## config.mk

```make
export PLATFORM = sky130hd
export DESIGN_NAME = id_ex_stage
export DESIGN_NICKNAME = d
export VERILOG_FILES = /design/src/rtl/pipe_pkg.sv /design/src/rtl/hazard_detect.sv /design/src/rtl/id_ex_stage.sv
export SDC_FILE = /design/constraint.sdc
export NUM_CORES = 1
export LEC_CHECK = 0
export CAP_MARGIN = 0
export CORE_AREA = 8 8 153 155
export CTS_CLUSTER_SIZE = 12
export DETAILED_ROUTE_END_ITERATION = 10
export DIE_AREA = 0 0 161 163
export PLACE_DENSITY = 0.76
export SLEW_MARGIN = 5
export SYNTH_ARGS = -nofsm -noshare
export SYNTH_HDL_FRONTEND = slang
export SYNTH_SLANG_ARGS = --single-unit
```

## constraint.sdc

```tcl
create_clock -name clock_i -period 2.2 [get_ports clock_i]
set_input_delay 0.22 -clock clock_i [delete_from_list [all_inputs] [get_ports clock_i]]
set_output_delay 0.22 -clock clock_i [all_outputs]
set_load 0.01 [all_outputs]
```

## src/rtl/pipe_pkg.sv

```systemverilog
// Shared pipeline constants: control bus layout and register-file helpers.
package pipe_pkg;

  localparam int unsigned CTRL_W    = 8;
  localparam int unsigned REG_ADDR_W = 5;

  // Bit positions inside the decoded control bus
  localparam int unsigned CTRL_REG_WRITE  = 0;
  localparam int unsigned CTRL_MEM_READ   = 1;
  localparam int unsigned CTRL_MEM_WRITE  = 2;
  localparam int unsigned CTRL_MEM_TO_REG = 3;
  localparam int unsigned CTRL_ALU_SRC    = 4;
  localparam int unsigned CTRL_ALU_OP_LSB = 5;
  localparam int unsigned CTRL_ALU_OP_W   = 3;

  localparam logic [REG_ADDR_W-1:0] REG_ZERO = 5'd0;

endpackage

```

## src/rtl/hazard_detect.sv

```systemverilog
// Load-use hazard detection and the combined stall request for PC and IF/ID.
module hazard_detect
  import pipe_pkg::*;
(
  input  logic                  ex_valid,
  input  logic                  ex_mem_read,
  input  logic [REG_ADDR_W-1:0] ex_rd_addr,
  input  logic                  id_valid,
  input  logic [REG_ADDR_W-1:0] id_rs1_addr,
  input  logic [REG_ADDR_W-1:0] id_rs2_addr,
  input  logic                  id_rs1_use,
  input  logic                  id_rs2_use,
  input  logic                  ex_stall,
  input  logic                  flush,
  output logic                  lu_c,
  output logic                  stall_c
);

  logic rs1_hit;
  logic rs2_hit;

  always_comb begin
    rs1_hit = id_rs1_use && (id_rs1_addr == ex_rd_addr);
    rs2_hit = id_rs2_use && (id_rs2_addr == ex_rd_addr);
    lu_c    = ex_valid && ex_mem_read && (ex_rd_addr != REG_ZERO) && id_valid
              && (rs1_hit || rs2_hit);
    // A redirect kills the dependent instruction, so there is nothing to hold
    stall_c = (lu_c || ex_stall) && !flush;
  end

endmodule

```

## src/rtl/id_ex_stage.sv

```systemverilog
// ID->EX pipeline register with WB->ID bypass, load-use bubbling, flush and EX back-pressure.
module id_ex_stage #(
  parameter int unsigned XLEN   = 32,
  parameter int unsigned CTRL_W = pipe_pkg::CTRL_W,
  parameter int unsigned CNT_W  = 16
) (
  input  logic              clock_i,
  input  logic              rst_n_i,
  input  logic              id_valid_i,
  input  logic [XLEN-1:0]   id_pc_i,
  input  logic [4:0]        id_rs1_addr_i,
  input  logic [4:0]        id_rs2_addr_i,
  input  logic              id_rs1_use_i,
  input  logic              id_rs2_use_i,
  input  logic [4:0]        id_rd_addr_i,
  input  logic [XLEN-1:0]   id_imm_i,
  input  logic [CTRL_W-1:0] id_ctrl_i,
  input  logic [XLEN-1:0]   rs1_data_i,
  input  logic [XLEN-1:0]   rs2_data_i,
  input  logic              wb_write_i,
  input  logic [4:0]        wb_rd_addr_i,
  input  logic [XLEN-1:0]   wb_data_i,
  input  logic              flush_i,
  input  logic              ex_stall_i,
  output logic              stall_o,
  output logic              ex_valid_o,
  output logic [XLEN-1:0]   ex_pc_o,
  output logic [XLEN-1:0]   ex_rs1_data_o,
  output logic [XLEN-1:0]   ex_rs2_data_o,
  output logic [4:0]        ex_rs1_addr_o,
  output logic [4:0]        ex_rs2_addr_o,
  output logic [4:0]        ex_rd_addr_o,
  output logic [XLEN-1:0]   ex_imm_o,
  output logic [CTRL_W-1:0] ex_ctrl_o,
  output logic [CNT_W-1:0]  bubble_cnt_o
);

  import pipe_pkg::*;

  logic              lu_c;
  logic [XLEN-1:0]   op1_c;
  logic [XLEN-1:0]   op2_c;
  logic [CTRL_W-1:0] id_ctrl_c;

  hazard_detect u_hazard_detect (
    .ex_valid    (ex_valid_o),
    .ex_mem_read (ex_ctrl_o[CTRL_MEM_READ]),
    .ex_rd_addr  (ex_rd_addr_o),
    .id_valid    (id_valid_i),
    .id_rs1_addr (id_rs1_addr_i),
    .id_rs2_addr (id_rs2_addr_i),
    .id_rs1_use  (id_rs1_use_i),
    .id_rs2_use  (id_rs2_use_i),
    .ex_stall    (ex_stall_i),
    .flush       (flush_i),
    .lu_c        (lu_c),
    .stall_c     (stall_o)
  );

  // Register file writes on the same edge it is read, so WB data must be forwarded here
  always_comb begin
    op1_c = rs1_data_i;
    op2_c = rs2_data_i;
    if (wb_write_i && (wb_rd_addr_i != REG_ZERO) && (wb_rd_addr_i == id_rs1_addr_i)) begin
      op1_c = wb_data_i;
    end
    if (wb_write_i && (wb_rd_addr_i != REG_ZERO) && (wb_rd_addr_i == id_rs2_addr_i)) begin
      op2_c = wb_data_i;
    end
  end

  // Invalid slots carry no side effects; writes to x0 are suppressed at the source
  always_comb begin
    id_ctrl_c = '0;
    if (id_valid_i) begin
      id_ctrl_c = id_ctrl_i;
    end
    if (id_rd_addr_i == REG_ZERO) begin
      id_ctrl_c[CTRL_REG_WRITE] = 1'b0;
    end
  end

  always_ff @(posedge clock_i or negedge rst_n_i) begin
    if (!rst_n_i) begin
      ex_valid_o    <= 1'b0;
      ex_pc_o       <= '0;
      ex_rs1_data_o <= '0;
      ex_rs2_data_o <= '0;
      ex_rs1_addr_o <= '0;
      ex_rs2_addr_o <= '0;
      ex_rd_addr_o  <= '0;
      ex_imm_o      <= '0;
      ex_ctrl_o     <= '0;
      bubble_cnt_o  <= '0;
    end else if (flush_i) begin
      ex_valid_o <= 1'b0;
      ex_ctrl_o  <= '0;
    end else if (ex_stall_i) begin
      ex_valid_o <= ex_valid_o;
    end else if (lu_c) begin
      ex_valid_o <= 1'b0;
      ex_ctrl_o  <= '0;
      if (bubble_cnt_o != '1) begin
        bubble_cnt_o <= bubble_cnt_o + CNT_W'(1);
      end
    end else begin
      ex_valid_o    <= id_valid_i;
      ex_pc_o       <= id_pc_i;
      ex_rs1_data_o <= op1_c;
      ex_rs2_data_o <= op2_c;
      ex_rs1_addr_o <= id_rs1_addr_i;
      ex_rs2_addr_o <= id_rs2_addr_i;
      ex_rd_addr_o  <= id_rd_addr_i;
      ex_imm_o      <= id_imm_i;
      ex_ctrl_o     <= id_ctrl_c;
    end
  end

endmodule

```

==> out/qor.log, run 1 <==
qor: layout.area.sequential 0.00421 mm²
qor: sta.report.final.slew_viol_count 0
qor: worst_setup_path.critical_path_arrival 2.59 ns
qor: power.sequentialPowerShare 0.403
qor: job.drv.max_cap_violation_count 0
qor: cts.root_buffer sky130_fd_sc_hd__clkbuf_16
qor: power.power.static_leakage 5.43 nW
qor: floorplan.design.portCount 365
qor: grt.first_pass_grt_wire_length 39100 µm
qor: grt.antenna_violations_before_repair 1
qor: yosys.synth_xor_area_frac 0.0404
qor: power.irDropWorstVdd 522 µV
qor: route.vias_per_cell 4.83
qor: yosys.syn-mean-instance-area 14.3 µm²
qor: route.route.layer.met1.wl 10300 µm
qor: layout.num_antenna_cells 0
qor: worst_setup_path.worstPathRequired 2.51 ns
qor: yosys.synth.mux.area_fraction 0.309
qor: yosys.synth_sequential_area_ratio 0.554
qor: power.combinationalPowerShare 0.269
qor: power.post-layout-total-power 9.26 mW
qor: yosys.post_synth_fa_ha_maj_area_fraction 0.00165
qor: cts.htreeDepth 4
qor: yosys.synthesis.area 0.00759 mm²
qor: placement.gp_congestion 0.813
qor: sta.final.setup.worst_slack -0.0726 ns
qor: yosys.main_combinational_cell_family_by_area_after_synthesis multiplexers
qor: cts.clock_latency 0.43 ns
qor: sta.layout_worst_path_cycle_share 1.03
qor: floorplan.die-area 0.0262 mm²
qor: power.net-switching-power 2.51 mW
qor: route.met2WireLength 13000 µm
qor: route.uppermost_metal_layer_occupied_by_signal_nets met5
qor: worst_setup_path.startpoint_to_endpoint_class_of_the_critical_path flop to flop
qor: sta.rsz_0062_raised_after_global_routing yes
qor: sta.worst_case_headroom_to_the_max_slew_limit 0.595
qor: layout.design_area 0.0130 mm²
qor: floorplan.starting_density_of_the_core 0.365
qor: sta.setup_tns -3.93 ns
qor: sta.finClkSkew 0.00955 ns
qor: sta.timing.final.hold_violations 0
qor: power.power.density_cell_area 712 mW/mm²
qor: layout.footprint_of_the_multi_input_gates 0.00352 mm²
qor: yosys.syn-num-nets 728
qor: yosys.synth_compound_area_frac 0.0236
qor: sta.final.min_clock_period 2.27 ns
qor: route.firstDrtPassIters 4
qor: yosys.syn_inst 531
qor: route.first_iter_violations 205
qor: grt.grt_max_degree 54
qor: worst_setup_path.timing.critical_path.from_type flop
qor: layout.synth_to_final_area_change 71.3%
qor: yosys.ys_warns 0
qor: layout.layout.cells.most_common sky130_fd_sc_hd__clkdlybuf4s50_1
qor: floorplan.die_w 161 µm
qor: route.drc_errors 0
qor: yosys.synthSimpleGateAreaFrac 0.0468
qor: layout.finish.net_count 1148
qor: cts.numClockSinks 168
qor: power.clkPwrFrac 0.329
qor: sta.fmaxAchievable 440 MHz
qor: layout.n_fill_cell 1651
qor: layout.layout.cells.non_filler 1239
qor: layout.most-common-layout-cells sky130_fd_sc_hd__clkdlybuf4s50_1, sky130_fd_sc_hd__dfrtp_1, sky130_fd_sc_hd__mux2_2
qor: floorplan.die_y 163 µm
qor: outcome.run_status finished, violations left
qor: grt.track_usage 0.191
qor: placement.placed_wire_length_estimate_after_detailed_placement 19900 µm
qor: sta.timing.final.setup_violations 109
qor: layout.final_core_utilization 0.625
qor: placement.placed_cells 1201
qor: placement.dpl_cell_area 0.0120 mm²
qor: route.drt-wirelength-per-cell 21.0 µm
qor: worst_setup_path.cp_max_fo 17
qor: power.cellInternalPower 6.75 mW
qor: worst_setup_path.crit_path_end_kind flop
qor: grt.first_global_vias 6611
qor: route.routed_wirelength 26100 µm
qor: power.switching_share 0.271
qor: route.vias_post_dr 5990
qor: placement.port-buffer-count 364
qor: route.drt.antenna.violating_nets 0
qor: worst_hold_path.worstHoldPathType input pin to asynchronous set/reset pin
qor: route.detailed_route_wirelength_on_metal3 2260 µm
qor: yosys.post_synth_num_cell_types 34
qor: grt.grt_overflow_total 0
qor: floorplan.design.core.area 0.0208 mm²
qor: layout.drive_gt1_frac 0.312
qor: cts.max-clock-path-buffers 2
qor: cts.clk_transition_reported_paths 0.07 ns
qor: sta.fin_hold_ws 0.325 ns
qor: cts.cts_tree yes
qor: outcome.failed_checks setup timing
qor: yosys.postSynthRegisterBits 168
qor: sta.tightest_slew 0.607 ns
qor: placement.dp_slack -0.406 ns
qor: cts.cts_inserted_buffers 17
qor: floorplan.rows 53
cell families after synthesis:
| logic type | count (synthesis) |
|---|---|
| xor+xnor | 35 |
| buf+inv | 30 |
| compound gates | 25 |
| mux | 208 |
| flops | 168 |
| fa+ha+maj | 1 |
| simple gates | 64 |
synth_stat cells:
cell,instances,area share
sky130_fd_sc_hd__mux2_2,175,0.26
sky130_fd_sc_hd__dfrtp_1,168,0.55
sky130_fd_sc_hd__mux2_1,33,0.049
sky130_fd_sc_hd__xnor2_1,22,0.025
sky130_fd_sc_hd__nand2_1,16,0.0079
sky130_fd_sc_hd__buf_2,13,0.0086
sky130_fd_sc_hd__xor2_1,13,0.015
sky130_fd_sc_hd__a21oi_1,10,0.0066
sky130_fd_sc_hd__buf_6,8,0.012
sky130_fd_sc_hd__clkbuf_1,8,0.0040
sky130_fd_sc_hd__nand3_1,8,0.0053
sky130_fd_sc_hd__nand4_1,7,0.0058
sky130_fd_sc_hd__nor3_1,7,0.0046
sky130_fd_sc_hd__o211ai_1,7,0.0069
sky130_fd_sc_hd__nor4_1,6,0.0049
sky130_fd_sc_hd__and4_1,4,0.0046
sky130_fd_sc_hd__nor2_1,4,0.0020
sky130_fd_sc_hd__or4_1,3,0.0030
sky130_fd_sc_hd__nor4b_1,2,0.0023
sky130_fd_sc_hd__o21ai_0,2,0.0013
sky130_fd_sc_hd__or2_0,2,0.0016
sky130_fd_sc_hd__a21oi_4,1,0.0021
sky130_fd_sc_hd__and3_1,1,0.00082
sky130_fd_sc_hd__buf_4,1,0.00099
sky130_fd_sc_hd__ha_1,1,0.0016
sky130_fd_sc_hd__nor2b_1,1,0.00082
sky130_fd_sc_hd__nor3b_1,1,0.00099
sky130_fd_sc_hd__o2111a_1,1,0.0015
sky130_fd_sc_hd__o2111ai_1,1,0.0012
sky130_fd_sc_hd__o2111ai_2,1,0.0020
sky130_fd_sc_hd__o22a_1,1,0.0012
sky130_fd_sc_hd__o22ai_1,1,0.00082
sky130_fd_sc_hd__or3_1,1,0.00082
sky130_fd_sc_hd__or4b_2,1,0.0013
per-layer routing:
layer,up-vias,GRT usage
li1,2762,-
met1,2954,0.218
met2,243,0.326
met3,29,0.0733
met4,2,0.0585
met5,-,0
final cells by class:
cell class	count	area share
clock inverter	14	0.0116
sequential	168	0.323
timing repair buffer	431	0.334
multi-input combinational	333	0.271
tap	275	0.0265
clock buffer	18	0.0338
final timing paths:
kind / cells past startpoint / slack [ns] / to / startpoint
worst max-delay path: 6 / -0.07 / ex_pc_o[16] / ex_rd_addr_o[1]
worst min-delay path: 2 / 0.32 / ex_rs1_data_o[19] / rst_n_i
worst max register to register: 6 / -0.07 / ex_pc_o[16] / ex_rd_addr_o[1]
worst min register to register: 1 / 0.48 / ex_rs1_addr_o[3] / ex_rs1_addr_o[3]
max in group asynchronous: 3 / 1.22 / ex_rd_addr_o[1] / rst_n_i
min in group clock_i: 3 / 0.38 / ex_ctrl_o[0] / id_ctrl_i[0]
power by group through the flow:
stage	logic (mW)	registers, mW	clock network (mW)
floorplan	0.594	3.95	0
global placement	2.34	3.76	0
detailed placement	2.36	3.78	0
CTS	2.45	3.73	3.12
global route	2.64	3.78	3.27
finish	2.49	3.73	3.04
critical path, stage by stage (launching register included):
cell and delay, ns:
sky130_fd_sc_hd__dfrtp_2 0.40, sky130_fd_sc_hd__or4_4 0.54, sky130_fd_sc_hd__o2111a_2 0.30, sky130_fd_sc_hd__a21oi_4 0.20
sky130_fd_sc_hd__buf_12 0.19, sky130_fd_sc_hd__buf_12 0.18, sky130_fd_sc_hd__mux2_2 0.34
flip-flops by register name, summed over array words and instances, names as in the netlist:
signal / flops
bubble_cnt_o: 16
ex_ctrl_o: 8
ex_imm_o: 32
ex_pc_o: 32
ex_rd_addr_o: 5
ex_rs1_addr_o: 5
ex_rs1_data_o: 32
ex_rs2_addr_o: 5
ex_rs2_data_o: 32
ex_valid_o: 1
timing repair:
action / 4_1_cts / 5_1_grt
resized for setup: 50 / 37
cloned: 0 / 1
hold endpoints to repair: 50 / 0
buffers inserted: 3 / 1
setup endpoints to repair: 135 / 144
hold buffers: 1 / 0
pin swaps: 1 / 0
(Power assumes the default switching activity.)
==> inputs of run 2 (changes only) <==
CAP_MARGIN = 40   (was 0)
CORE_AREA = 8 8 146 148   (was 8 8 153 155)
DIE_AREA = 0 0 154 156   (was 0 0 161 163)
PLACE_DENSITY = 0.79   (was 0.76)
clock period = 2.25 ns   (was 2.2 ns; I/O delays follow)
==> run 2 against run 1 <==
  * The run still ends with setup timing left
  * Via count up 0.68%
  * Global-route usage up 2.0 points
  * Worst hold slack better by 0.0038 ns
  * Die area down 8.5%
  * Clock power about the same
  * Cell count down 2.4%
  * Combinational power up 4%
  * Critical path depth up 2
  * Sequential share of layout area down 0.91 points
  * Flip-flop and latch count unchanged
  * First-iteration DRC count up 2.0%
  * Wire length up 3.2%
==> out/qor.log, run 2 (same netlist as run 1, synthesis figures left out) <==
qor: placement.gp_congestion 0.809
qor: grt.grt_overflow_total 0
qor: sta.report.final.slew_viol_count 0
qor: worst_setup_path.worst_r2r_endpoint ex_rs1_data_o[23]
qor: worst_setup_path.crit_path_end_kind flop
qor: sta.rsz_0062_raised_after_global_routing yes
qor: worst_setup_path.critPathMaxStageDelay 0.55 ns
qor: layout.layout.cells.most_common sky130_fd_sc_hd__clkdlybuf4s50_1
qor: worst_setup_path.worst-path-stages 8
qor: floorplan.starting_density_of_the_core 0.398
qor: route.drt.antenna.violating_nets 0
qor: cts.cts_inserted_buffers 17
qor: worst_setup_path.worst_reg_to_reg_path_cell_count 8
qor: cts.cts_tree yes
qor: grt.first_pass_grt_wire_length 39200 µm
qor: route.vias_post_dr 6031
qor: layout.final_core_utilization 0.701
qor: grt.track_usage 0.211
qor: floorplan.die_y 156 µm
qor: route.first_iter_violations 209
qor: placement.dpl_cell_area 0.0119 mm²
qor: layout.design_area 0.0134 mm²
qor: worst_setup_path.critical-path-top-delay-family buffers and inverters
qor: grt.antenna_violations_before_repair 4
qor: placement.port-buffer-count 364
qor: route.routed_wirelength 26900 µm
qor: grt.grt_max_degree 57
qor: worst_setup_path.critical_path.slowest_cell sky130_fd_sc_hd__or4_4
qor: route.firstDrtPassIters 4
qor: floorplan.die-area 0.0240 mm²
qor: worst_setup_path.critical_path_arrival 2.70 ns
qor: sta.finClkSkew 0.0118 ns
qor: sta.final.setup.worst_slack -0.138 ns
qor: floorplan.rows 51
qor: job.drv.max_cap_violation_count 0
qor: sta.timing.final.setup_violations 143
qor: power.power.static_leakage 5.69 nW
qor: worst_setup_path.crit_top_cell sky130_fd_sc_hd__buf_12
qor: floorplan.design.core.area 0.0191 mm²
qor: sta.worst_case_headroom_to_the_max_slew_limit 0.626
qor: cts.numClockSinks 168
qor: worst_setup_path.worst-r2r-setup-slack -0.14 ns
qor: sta.timing.final.hold_violations 0
qor: floorplan.die_w 154 µm
qor: route.vias_per_cell 4.99
qor: layout.drive_gt1_frac 0.332
qor: worst_setup_path.worstPathCellList or4_4, o2111a_2, buf_6, a21oi_4, buf_12, buf_12, buf_12, mux2_2
qor: floorplan.design.portCount 365
qor: worst_hold_path.worstHoldPathType input pin to asynchronous set/reset pin
qor: sta.layout_worst_path_cycle_share 1.06
qor: grt.first_global_vias 6699
qor: worst_setup_path.cp_max_fo 9
qor: worst_setup_path.timing.critical_path.from_type flop
qor: cts.htreeDepth 4
qor: outcome.failed_checks setup timing
qor: cts.clk_transition_reported_paths 0.07 ns
qor: layout.most-common-layout-cells sky130_fd_sc_hd__clkdlybuf4s50_1, sky130_fd_sc_hd__dfrtp_1, sky130_fd_sc_hd__mux2_4
qor: worst_setup_path.timing.rr.start ex_rd_addr_o[1]
qor: cts.root_buffer sky130_fd_sc_hd__clkbuf_16
qor: layout.finish.net_count 1151
qor: power.power.density_cell_area 694 mW/mm²
qor: sta.fmaxAchievable 419 MHz
qor: power.irDropWorstVdd 516 µV
qor: worst_setup_path.timing.critical_path.buf_inv 4
qor: outcome.run_status finished, violations left
qor: sta.tightest_slew 0.559 ns
qor: route.drc_errors 0
qor: worst_setup_path.startpoint_to_endpoint_class_of_the_critical_path flop to flop
qor: placement.placed_wire_length_estimate_after_detailed_placement 19100 µm
qor: worst_setup_path.worstPathRequired 2.57 ns
qor: route.drt-wirelength-per-cell 22.2 µm
qor: cts.clock_latency 0.43 ns
qor: cts.max-clock-path-buffers 2
qor: sta.final.min_clock_period 2.39 ns
qor: layout.synth_to_final_area_change 76.2%
==> run 2: cell count changes in the layout (fill, tap and decap cells not counted), moves of 4 or more <==
cell,delta
sky130_fd_sc_hd__mux2_1,-19
sky130_fd_sc_hd__inv_8,-4
sky130_fd_sc_hd__mux2_2,-31
sky130_fd_sc_hd__buf_4,-11
sky130_fd_sc_hd__diode_2,+4
sky130_fd_sc_hd__mux2_4,+50
sky130_fd_sc_hd__clkbuf_16,+7
sky130_fd_sc_hd__buf_12,+4
sky130_fd_sc_hd__buf_6,+5
==> run 2: how the worst max path moves through the flow <==
| stage | from | to | slack [ns] |
|---|---|---|---|
| after CTS | ex_rd_addr_o[3] | ex_pc_o[20] | -0.12 |
| final | ex_rd_addr_o[1] | ex_rs1_data_o[23] | -0.14 |
| after global placement | wb_rd_addr_i[1] | ex_rs2_data_o[22] | -0.18 |
| after floorplan | ex_rd_addr_o[1] | ex_rs1_data_o[10] | 0.001 |
| after detailed placement | wb_rd_addr_i[1] | ex_rs2_data_o[21] | -0.22 |
| after global routing | ex_rd_addr_o[1] | ex_rs2_data_o[21] | -0.19 |
==> run 2: layout make-up <==
type / instances / area, µm²
Sequential cell: 168 / 4200
Clock buffer: 19 / 433
Tap cell: 238 / 298
Clock inverter: 13 / 168
Multi-Input combinational cell: 333 / 3710
Timing Repair Buffer: 434 / 4550
Antenna cell: 4 / 10.0
Fill cell: 1363 / 5700
==> run 2: worst reg2reg max path, stage by stage, from the launching register on <==
cell and delay (ns):
sky130_fd_sc_hd__dfrtp_1 0.38, sky130_fd_sc_hd__or4_4 0.55, sky130_fd_sc_hd__o2111a_2 0.28, sky130_fd_sc_hd__buf_6 0.12, sky130_fd_sc_hd__a21oi_4 0.14, sky130_fd_sc_hd__buf_12 0.15
sky130_fd_sc_hd__buf_12 0.16, sky130_fd_sc_hd__buf_12 0.16, sky130_fd_sc_hd__mux2_2 0.34
==> run 2: metrics by stage <==
stage / cells / hold slack, ns / TNS (ns) / power, mW / setup slack, ns
global placement: 1156 / 0.229 / -13.55 / 5.92 / -0.184
floorplan: 531 / -0.0706 / 0 / 4.43 / 0.00102
detailed placement: 1156 / 0.229 / -18.15 / 5.97 / -0.216
global route: 1209 / 0.367 / -21.73 / 9.69 / -0.194
finish: 1209 / 0.329 / -13.15 / 9.29 / -0.138
CTS: 1194 / 0.358 / -11.82 / 9.19 / -0.118
==> run 2: timing repair <==
item                                    CTS  global route
pin swaps                                 3             7
resized for setup                        85            62
endpoints found under the setup margin  103           152
gates cloned                              1             8
hold buffers                              1             0
endpoints found under the hold margin    50             0
buffers inserted                          5             3
==> run 2: power breakdown <==
group | internal (mW) | switching, mW | total [mW]
Clock | 1.76 | 1.28 | 3.04
Combinational | 1.71 | 0.889 | 2.59
Sequential | 3.42 | 0.235 | 3.65
Total | 6.89 | 2.40 | 9.29
==> run 2: layer usage <==
layer | routed length (µm) | vias up | share of wire | GRT usage
met5 | 0 | - | 0 | 0
met4 | 489 | 0 | 0.018 | 0.0756
met3 | 2020 | 33 | 0.075 | 0.0812
met2 | 13600 | 244 | 0.51 | 0.359
met1 | 10700 | 2977 | 0.40 | 0.239
li1 | - | 2777 | - | -
